**config.mk**
```make
export PLATFORM = sky130hd
export DESIGN_NAME = truth_table_sweeper
export DESIGN_NICKNAME = d
export VERILOG_FILES = /design/src/rtl/tts_pkg.sv /design/src/rtl/dwell_counter.sv /design/src/rtl/truth_table_sweeper.sv
export SDC_FILE = /design/constraint.sdc
export NUM_CORES = 1
export LEC_CHECK = 0
export CORE_MARGIN = 5
export CORE_UTILIZATION = 55
export CTS_CLUSTER_DIAMETER = 200
export DETAILED_ROUTE_END_ITERATION = 8
export GPL_TIMING_DRIVEN = 0
export HOLD_SLACK_MARGIN = 0.12
export PLACE_DENSITY = 0.9
export SLEW_MARGIN = 20
export SYNTH_ARGS = -nofsm -noshare
export SYNTH_HDL_FRONTEND = slang
export SYNTH_SLANG_ARGS = --single-unit
```
**constraint.sdc**
```tcl
create_clock -name clk -period 8.2 [get_ports clk]
set_input_delay 1.23 -clock clk [delete_from_list [all_inputs] [get_ports clk]]
set_output_delay 1.23 -clock clk [all_outputs]
set_load 0.01 [all_outputs]
```
**src/rtl/tts_pkg.sv**
```systemverilog
// Shared types and helpers for the truth-table sweeper.
package tts_pkg;

  typedef enum logic [1:0] {
    IDLE  = 2'd0,
    DRIVE = 2'd1,
    CHECK = 2'd2,
    DONE  = 2'd3
  } state_t;

  // Widest supported sweep: 8 inputs -> 256 table bits.
  localparam int MAX_N_IN = 8;
  localparam int MAX_NVEC = 1 << MAX_N_IN;
  localparam int DEF_N_IN = 4;
  localparam int NVEC     = 1 << DEF_N_IN;

  // Number of set bits in a (zero-extended) truth-table difference.
  function automatic logic [8:0] popcount(input logic [MAX_NVEC-1:0] v);
    logic [8:0] c;
    c = 9'd0;
    for (int i = 0; i < MAX_NVEC; i++) begin
      c = c + {8'd0, v[i]};
    end
    return c;
  endfunction

  // Index of the lowest set bit; 0 when no bit is set.
  function automatic logic [7:0] first_one(input logic [MAX_NVEC-1:0] v);
    logic [7:0] idx;
    idx = 8'd0;
    for (int i = MAX_NVEC - 1; i >= 0; i--) begin
      if (v[i]) begin
        idx = i[7:0];
      end else begin
        idx = idx;
      end
    end
    return idx;
  endfunction

endpackage

```
**src/rtl/dwell_counter.sv**
```systemverilog
// Dwell counter: counts 0..DWELL-1 while enabled and flags the sample and
// final cycle of each window.
module dwell_counter #(
  parameter int DWELL      = 20,
  parameter int SAMPLE_OFS = DWELL - 1,
  localparam int CW        = (DWELL > 1) ? $clog2(DWELL) : 1
) (
  input  logic          clk,
  input  logic          rst_n,
  input  logic          clr,
  input  logic          en,
  output logic [CW-1:0] count,
  output logic          sample,
  output logic          last
);

  localparam logic [CW-1:0] LAST_V = CW'(DWELL - 1);
  localparam logic [CW-1:0] SOFS_V = CW'(SAMPLE_OFS);
  localparam logic [CW-1:0] ONE_V  = CW'(1);

  logic [CW-1:0] count_r;

  // Count through the dwell window, wrapping after the last cycle.
  always_ff @(posedge clk or negedge rst_n) begin
    if (!rst_n) begin
      count_r <= '0;
    end else if (clr) begin
      count_r <= '0;
    end else if (en) begin
      if (count_r == LAST_V) begin
        count_r <= '0;
      end else begin
        count_r <= count_r + ONE_V;
      end
    end else begin
      count_r <= count_r;
    end
  end

  assign count  = count_r;
  assign sample = en & (count_r == SOFS_V);
  assign last   = en & (count_r == LAST_V);

endmodule

```
**src/rtl/truth_table_sweeper.sv**
```systemverilog
// Exhaustive stimulus engine: drives every input vector in order, captures
// the single-bit response into a truth table and compares it to an expectation.
module truth_table_sweeper
  import tts_pkg::*;
#(
  parameter int  N_IN       = 4,
  parameter int  DWELL      = 20,
  parameter int  SAMPLE_OFS = DWELL - 1,
  localparam int NV         = 1 << N_IN,
  localparam int CW         = (DWELL > 1) ? $clog2(DWELL) : 1
) (
  input  logic            clk,
  input  logic            rst_n,
  input  logic            start,
  input  logic            abort,
  input  logic [NV-1:0]   exp_tt,
  input  logic            dut_f,
  output logic [N_IN-1:0] stim,
  output logic            busy,
  output logic            done,
  output logic [NV-1:0]   tt,
  output logic            match,
  output logic [N_IN:0]   err_cnt,
  output logic [N_IN-1:0] first_err
);

  localparam logic [N_IN-1:0] STIM_MAX = N_IN'(NV - 1);
  localparam logic [N_IN-1:0] STIM_ONE = N_IN'(1);

  state_t state_r, state_nx;

  logic            accept_s, abort_s, cnt_en_s, cnt_clr_s, finish_s;
  logic            smp_s, lst_s, sample_s, step_s;
  logic [CW-1:0]   dwell_cnt_unused_s;
  logic [MAX_NVEC-1:0] diff_s;

  logic [NV-1:0]   exp_r, tt_r;
  logic [N_IN-1:0] stim_r, first_err_r;
  logic [N_IN:0]   err_cnt_r;
  logic            busy_r, done_r, match_r;

  dwell_counter #(
    .DWELL      (DWELL),
    .SAMPLE_OFS (SAMPLE_OFS)
  ) u_dwell (
    .clk    (clk),
    .rst_n  (rst_n),
    .clr    (cnt_clr_s),
    .en     (cnt_en_s),
    .count  (dwell_cnt_unused_s),
    .sample (smp_s),
    .last   (lst_s)
  );

  // State register.
  always_ff @(posedge clk or negedge rst_n) begin
    if (!rst_n) begin
      state_r <= IDLE;
    end else begin
      state_r <= state_nx;
    end
  end

  // Next-state selection; abort overrides every sweep transition.
  always_comb begin
    state_nx = state_r;
    case (state_r)
      IDLE: begin
        if (start && !abort) state_nx = DRIVE;
        else                 state_nx = IDLE;
      end
      DRIVE: begin
        if (abort)                           state_nx = IDLE;
        else if (lst_s && stim_r == STIM_MAX) state_nx = CHECK;
        else                                 state_nx = DRIVE;
      end
      CHECK: begin
        if (abort) state_nx = IDLE;
        else       state_nx = DONE;
      end
      DONE:    state_nx = IDLE;
      default: state_nx = IDLE;
    endcase
  end

  // Per-state control strobes for the counter and datapath.
  always_comb begin
    accept_s = 1'b0;
    abort_s  = 1'b0;
    cnt_en_s = 1'b0;
    finish_s = 1'b0;
    case (state_r)
      IDLE: begin
        accept_s = start & ~abort;
      end
      DRIVE: begin
        abort_s  = abort;
        cnt_en_s = ~abort;
      end
      CHECK: begin
        abort_s  = abort;
        finish_s = ~abort;
      end
      DONE: begin
        accept_s = 1'b0;
      end
      default: begin
        accept_s = 1'b0;
      end
    endcase
  end

  assign cnt_clr_s = accept_s | abort_s;
  assign sample_s  = cnt_en_s & smp_s;
  assign step_s    = cnt_en_s & lst_s & (stim_r != STIM_MAX);
  assign diff_s    = MAX_NVEC'(tt_r ^ exp_r);

  // Registered datapath: stimulus, capture table and comparison results.
  always_ff @(posedge clk or negedge rst_n) begin
    if (!rst_n) begin
      exp_r       <= '0;
      tt_r        <= '0;
      stim_r      <= '0;
      busy_r      <= 1'b0;
      done_r      <= 1'b0;
      match_r     <= 1'b0;
      err_cnt_r   <= '0;
      first_err_r <= '0;
    end else begin
      done_r <= finish_s;
      if (accept_s) begin
        exp_r       <= exp_tt;
        tt_r        <= '0;
        stim_r      <= '0;
        busy_r      <= 1'b1;
        match_r     <= 1'b0;
        err_cnt_r   <= '0;
        first_err_r <= '0;
      end else if (abort_s) begin
        stim_r      <= '0;
        busy_r      <= 1'b0;
        match_r     <= 1'b0;
        err_cnt_r   <= '0;
        first_err_r <= '0;
      end else if (finish_s) begin
        stim_r      <= '0;
        busy_r      <= 1'b0;
        match_r     <= (diff_s == '0);
        err_cnt_r   <= (N_IN + 1)'(popcount(diff_s));
        first_err_r <= N_IN'(first_one(diff_s));
      end else begin
        if (sample_s) tt_r[stim_r] <= dut_f;
        else          tt_r <= tt_r;
        if (step_s)   stim_r <= stim_r + STIM_ONE;
        else          stim_r <= stim_r;
      end
    end
  end

  assign stim      = stim_r;
  assign busy      = busy_r;
  assign done      = done_r;
  assign tt        = tt_r;
  assign match     = match_r;
  assign err_cnt   = err_cnt_r;
  assign first_err = first_err_r;

endmodule

```
==> flow_summary.toml, run 1 <==
[outcome]
outcome = "complete, no violations"

[synth]
synth_fa_ha_area_share_pct = 11.4
synthXorXnorAreaFrac_pct = 5.97
synth_top_area_share_pct = 42.7
synth_seq_cells = 55
syn-num-nets = 342
muxShareOfSynthArea_pct = 10.9
synth_top_family_by_area = "simple AND/OR/NAND/NOR gates"
synth.top_cells.by_area = "dfrtp_1 (43%), ha_1 (5.8%), fa_1 (5.6%)"
synth-simple-area-share_pct = 15.5
ys.flop_type = "dfrtp_1"
synth-edff-count = 0
syn_area_per_cell_um2 = 10.9
synth_cell_types = 51
ys_async_sr_fraction_pct = 100
synth_top_cell_by_area = "dfrtp_1"
yosys_warnings = 0
yosysSeqAreaShare_pct = 42.7
synth_compound_area_share_pct = 9.23
synth_area_mm2 = 0.00323
netlist_instances = 297

[layout]
antenna_cells = 0
drive_gt1_share_pct = 8.40
final_core_util_pct = 70.0
area_growth_pct = 21.7
final_area_mm2 = 0.00393
nets = 401

[min_path]
hold_depth = 2
hp-class = "register to register"
hold_start = "match"

[clock_tree]
cts-root-buf = "clkbuf_8"
cts.clk_slew.worst_paths_ns = 0.11
cts_tree = "yes"
cts.sink_count = 55
cts_max_path_buffers = 2
hold_buffers = 0
insertion_delay_ns = 0.31
post_cts_resized = 0
postCtsSetupRepairBufs = 0
htree_levels = 2
cts_made_buffers = 5

[sta]
hold_viol = 0
fin_tns_setup_ns = 0
rsz0062_at_grt = "false"
timing.hold.ws_ns = 0.497
maxSlewViolCount = 0
relSlewSlack_pct = 51.3
setup_viol_count_final = 0
tightest_slew_ns = 0.728
fmax_mhz = 230
finalCriticalPeriod_ns = 4.34
fin_worst_skew_ns = 0.0105
fin_crit_sh_pct = 53.0

[setup_path]
rr_startpoint = "tt[13]"
crit_start = "tt[13]"
cp-end-kind = "register"
cp-start-kind = "register"
crit_path_max_fanout = 5
path_cells = "xor2_1 -> xnor2_1 -> ha_1 -> inv_1 -> fa_1 -> inv_1 -> fa_1 -> inv_1 -> fa_1 -> inv_1 -> ha_1 -> fa_1 -> a21o_1 -> a32o_1"
critPathMaxStageDelay_ns = 0.59
crit_arrival_ns = 4.55
worstSetupPathType = "register to register"
worstRegToRegCells = 14
cp_slowest_cell = "xor2_1"
cp.required_ns = 8.41

[drt]
drc = 0
wl_um = 7590
drt_iter0_drc = 135
ant_nets = 0
dr.pass1.iters = 4
routedWlPerCell_um = 17.7
vias = 2430
avgViaCountPerCell = 5.66

[floorplan]
die_w_um = 86.6
initial_core_util_pct = 57.5
rows = 27
io_pins = 53
die_h_um = 86.6
core-area_mm2 = 0.00561
fp.dieArea_mm2 = 0.00750

[grt]
grt_first_pass_wirelength_um = 12700
grt_pass1_vias = 2612
antenna_found_initial = 0
grt_remaining_overflow = 0
grt_util_all_layers_pct = 21.4
grt_start_max_net_pins = 56

[power_and_ir_drop]
finalPower_mw = 0.897
p_leak_nw = 1.84
irDropWorstVdd_uv = 175
p_per_area_mw_per_mm2 = 228

[flow_run]
cap_violations = 0

[placement]
dp_hpwl_um = 5730
port_buffers = 52
globalplace.congestion = 0.895
placed_area_mm2 = 0.00383
[per-layer routing]
| metal | GRT usage, % | vias up | wire (um) |
|---|---|---|---|
| li1 | - | 1147 | - |
| met1 | 27.3 | 1211 | 3260 |
| met2 | 37.8 | 57 | 3980 |
| met3 | 2.19 | 15 | 232 |
| met4 | 7.08 | 0 | 123 |
| met5 | 0 | - | 0 |
[cell usage after synthesis (3+ instances only)]
cell      instances
and2_1            4
ha_1             15
xor2_1           13
mux2i_1          16
nand2b_1          4
inv_1            25
a21oi_1           8
dfrtp_1          55
o211ai_1          3
a32o_1            3
nor3_1            4
xnor2_1           9
nand4_1           3
a211oi_1          4
mux2_2            5
nand2_1          31
nor2_1            6
nand3_1          16
a22o_1            4
a21o_1            3
nor2b_1           6
mux2_1           12
buf_2             6
fa_1              9
o21ai_0           5
[cells by family after synthesis]
logic type / count (synthesis)
and+or+nand+nor: 87
adders and majority gates: 24
buffers and inverters: 35
AOI/OAI and AO/OA: 41
muxes: 33
DFF: 55
xor gates and xnor gates: 22
[worst max-delay path: cells and delay by family, from the launching register on]
| family | cells | cell delay [ns] |
|---|---|---|
| fa+ha+maj | 6 | 2.45 |
| xor+xnor | 2 | 0.73 |
| compound gates | 2 | 0.43 |
| flops | 1 | 0.42 |
| buf+inv | 4 | 0.21 |
[where the power goes]
part | leakage, nW | switching [mW] | internal [mW]
sequential | 0.728 | 0.0134 | 0.289
clock | 0.0489 | 0.0955 | 0.0621
combinational | 1.06 | 0.244 | 0.193
total | 1.84 | 0.353 | 0.544
[worst paths after layout]
check	end	slack (ns)
min in group asynchronous	err_cnt[3]	0.96
max in group asynchronous	tt[7]	6.77
setup / recovery	err_cnt[4]	3.86
setup reg to reg	err_cnt[4]	3.86
hold reg to reg	match	0.50
hold / removal	match	0.50
[layout by cell type, fill, tap and decap left out, types with 5 or more instances in the layout]
master / instances
dfrtp_1: 55
nand3_1: 16
clkdlybuf4s50_1: 51
inv_1: 25
xor2_1: 13
clkbuf_8: 5
xnor2_1: 9
fa_1: 9
nand2_1: 31
a21oi_1: 8
buf_2: 6
nor2b_1: 6
mux2_2: 5
nor2_1: 6
mux2_1: 12
mux2i_1: 16
ha_1: 15
o21ai_0: 5
[final cells by class]
class                           count  area, um^2
Buffer                              8        37.5
Timing Repair Buffer               52         518
Clock buffer                        5        68.8
Clock inverter                      3        22.5
Multi-Input combinational cell    207        1710
Inverter                           27         101
Tap cell                           72        90.1
Fill cell                         434        1680
Sequential cell                    55        1380
[registers in the layout, summed over array words and instances, names as in the netlist]
name	cells
state_r	2
stim	4
u_dwell.count	5
match	1
tt	16
done	1
exp_r	16
err_cnt	5
first_err	4
busy	1
[through the flow]
stage / instances / setup slack (ns)
after floorplan: 297 / 4.15
after global placement: 421 / 3.94
after detailed placement: 421 / 3.93
after CTS: 429 / 3.87
after global routing: 429 / 3.70
final: 429 / 3.86
No activity file was read; power rests on OpenSTA's default activity.
==> run 2: changes to the inputs <==
--- a/config.mk
+++ b/config.mk
@@ -6,12 +6,12 @@
 export NUM_CORES = 1
 export LEC_CHECK = 0
 export CORE_MARGIN = 5
-export CORE_UTILIZATION = 55
+export CORE_UTILIZATION = 54
 export CTS_CLUSTER_DIAMETER = 200
 export DETAILED_ROUTE_END_ITERATION = 8
 export GPL_TIMING_DRIVEN = 0
 export HOLD_SLACK_MARGIN = 0.12
-export PLACE_DENSITY = 0.9
+export PLACE_DENSITY = 0.89
 export SLEW_MARGIN = 20
 export SYNTH_ARGS = -nofsm -noshare
 export SYNTH_HDL_FRONTEND = slang
==> constraint.sdc (replaced) <==
create_clock -name clk -period 4.07 [get_ports clk]
set_input_delay 0.6105 -clock clk [delete_from_list [all_inputs] [get_ports clk]]
set_output_delay 0.6105 -clock clk [all_outputs]
set_load 0.01 [all_outputs]
==> flow_summary.toml, run 2 (synthesized netlist as in run 1, its figures left out) <==
[sta]
fin_tns_setup_ns = 0
maxSlewViolCount = 0
fin_worst_skew_ns = 0.0107
rsz0062_at_grt = "false"
tightest_slew_ns = 0.710
finalCriticalPeriod_ns = 3.95
relSlewSlack_pct = 52.7
timing.hold.ws_ns = 0.327
hold_viol = 0
setup_viol_count_final = 0
fmax_mhz = 253
fin_crit_sh_pct = 97.0
setup_ws_ns = 0.122

[drt]
avgViaCountPerCell = 5.67
drc = 0
routedWlPerCell_um = 18.4
drt_iter0_drc = 128
vias = 2531
ant_nets = 0
wl_um = 8200
dr.pass1.iters = 4

[layout]
area_growth_pct = 28.7
final_common_cell = "dfrtp_1"
seq_area_mm2 = 0.00138
drive_gt1_share_pct = 16.7
antenna_cells = 0
nets = 415
multi_input_area_mm2 = 0.00182
final_area_mm2 = 0.00415
nFillCells = 369
layout_common_cells = "dfrtp_1 (52), clkdlybuf4s50_1 (51), nand2_1 (31), inv_1 (20)"

[floorplan]
die_h_um = 87.3
core-area_mm2 = 0.00585
die_w_um = 87.3
rows = 28
initial_core_util_pct = 55.2
io_pins = 53
fp.dieArea_mm2 = 0.00762

[placement]
globalplace.congestion = 0.895
dp_hpwl_um = 5640
dp_slack_ns = -0.248
port_buffers = 52
placed_area_mm2 = 0.00384

[power_and_ir_drop]
irDropWorstVdd_uv = 470
p_per_area_mw_per_mm2 = 475
switching_share_pct = 39.8
combPwrFrac_pct = 52.4
clkPwrFrac_pct = 16.2
p_leak_nw = 1.92
seqPwrFrac_pct = 31.5
p_int_mw = 1.19
p_sw_mw = 0.785

[setup_path]
cp.required_ns = 4.29
path_cells = "xor2_4 -> fa_1 -> inv_2 -> fa_1 -> inv_2 -> fa_1 -> inv_2 -> fa_1 -> inv_1 -> ha_2 -> fa_2 -> a21o_1 -> a32o_1"
critPathMaxStageDelay_ns = 0.56
cp-end-kind = "register"
cp-start-kind = "register"
crit_path_max_fanout = 2
cp_slowest_cell = "fa_1"
crit_arrival_ns = 4.17
worstSetupPathType = "register to register"
crit_top_cell = "fa_1"

[clock_tree]
htree_levels = 2
hold_buffers = 0
insertion_delay_ns = 0.32
cts_tree = "yes"
cts_max_path_buffers = 2
cts_made_buffers = 5
cts.clk_slew.worst_paths_ns = 0.10
cts-root-buf = "clkbuf_8"
cts.sink_count = 55

[grt]
grt_pass1_vias = 2622
grt_start_max_net_pins = 56
grt_remaining_overflow = 0
grt_first_pass_wirelength_um = 12800
antenna_found_initial = 0
grt_util_all_layers_pct = 21.9

[flow_run]
cap_violations = 0

[min_path]
hp-class = "primary input to asynchronous set/reset pin"

[outcome]
outcome = "complete, no violations"
-- run 2: changes by cell type in the layout (fill, tap and decap cells not counted), moves of 3 or more --
cell,before,now
buf_4,1,15
inv_1,25,20
inv_2,2,7
xnor2_1,9,5
xor2_1,13,9
dfrtp_1,55,52
dfrtp_2,0,3
-- run 2: metal layers --
layer / GRT usage, % / routed length [um] / part of all wire, %
met4: 9.21 / 278 / 3.4
met3: 4.45 / 389 / 4.7
met5: 0 / 0 / 0
met2: 37.3 / 4270 / 52
met1: 26.8 / 3260 / 40
-- run 2: worst max-delay path, delay by kind of cell, from the launching register on --
| kind | cells | cell delay (ns) |
|---|---|---|
| adder cells (fa/ha/maj) | 6 | 2.62 |
| buffers and inverters | 4 | 0.16 |
| AO/OA/AOI/OAI | 2 | 0.40 |
| XOR/XNOR | 1 | 0.21 |
| flip-flops | 1 | 0.46 |
-- run 2: timing repair --
item | 4_1_cts | 5_1_grt
cloned | 0 | 0
endpoints found under the setup margin | 4 | 4
pin swaps | 6 | 13
setup buffers | 6 | 8
gates resized for setup | 14 | 8
-- run 2: final timing paths --
| check | startpoint | to | slack, ns | cells past startpoint |
|---|---|---|---|---|
| worst max-delay path | exp_r[0] | err_cnt[4] | 0.12 | 13 |
| worst min-delay path | rst_n | err_cnt[1] | 0.33 | 1 |
| worst max register to register | exp_r[0] | err_cnt[4] | 0.12 | 13 |
| worst min register to register | first_err[1] | first_err[1] | 0.49 | 2 |
| max in group asynchronous | rst_n | tt[0] | 3.23 | 1 |
| min in group clk | first_err[1] | first_err[1] | 0.49 | 2 |
-- run 2: metrics by stage --
stage	utilization [%]	instances	power, mW
3_5_place_dp	65.6	424	1.54
3_3_place_gp	65.7	424	1.45
2_1_floorplan	-	297	1.31
6_report	71.0	446	1.97
4_1_cts	69.4	438	1.93
5_1_grt	71.0	446	2.13
-- run 2: power groups by stage --
stage                     registers (mW)  clock network [mW]  logic, mW
after global routing               0.625               0.342       1.16
after floorplan                    0.614                   0      0.693
final                              0.620               0.319       1.03
after detailed placement           0.620                   0      0.916
after CTS                          0.617               0.325      0.984
after global placement             0.617                   0      0.832
-- run 2: layout make-up --
class	instances	share of cell area [%]
multi-input combinational	207	43.9
sequential	55	33.2
timing repair buffer	66	15.0
inverter	27	2.44
tap	75	2.26
clock buffer	5	1.66
buffer	8	0.904
clock inverter	3	0.603
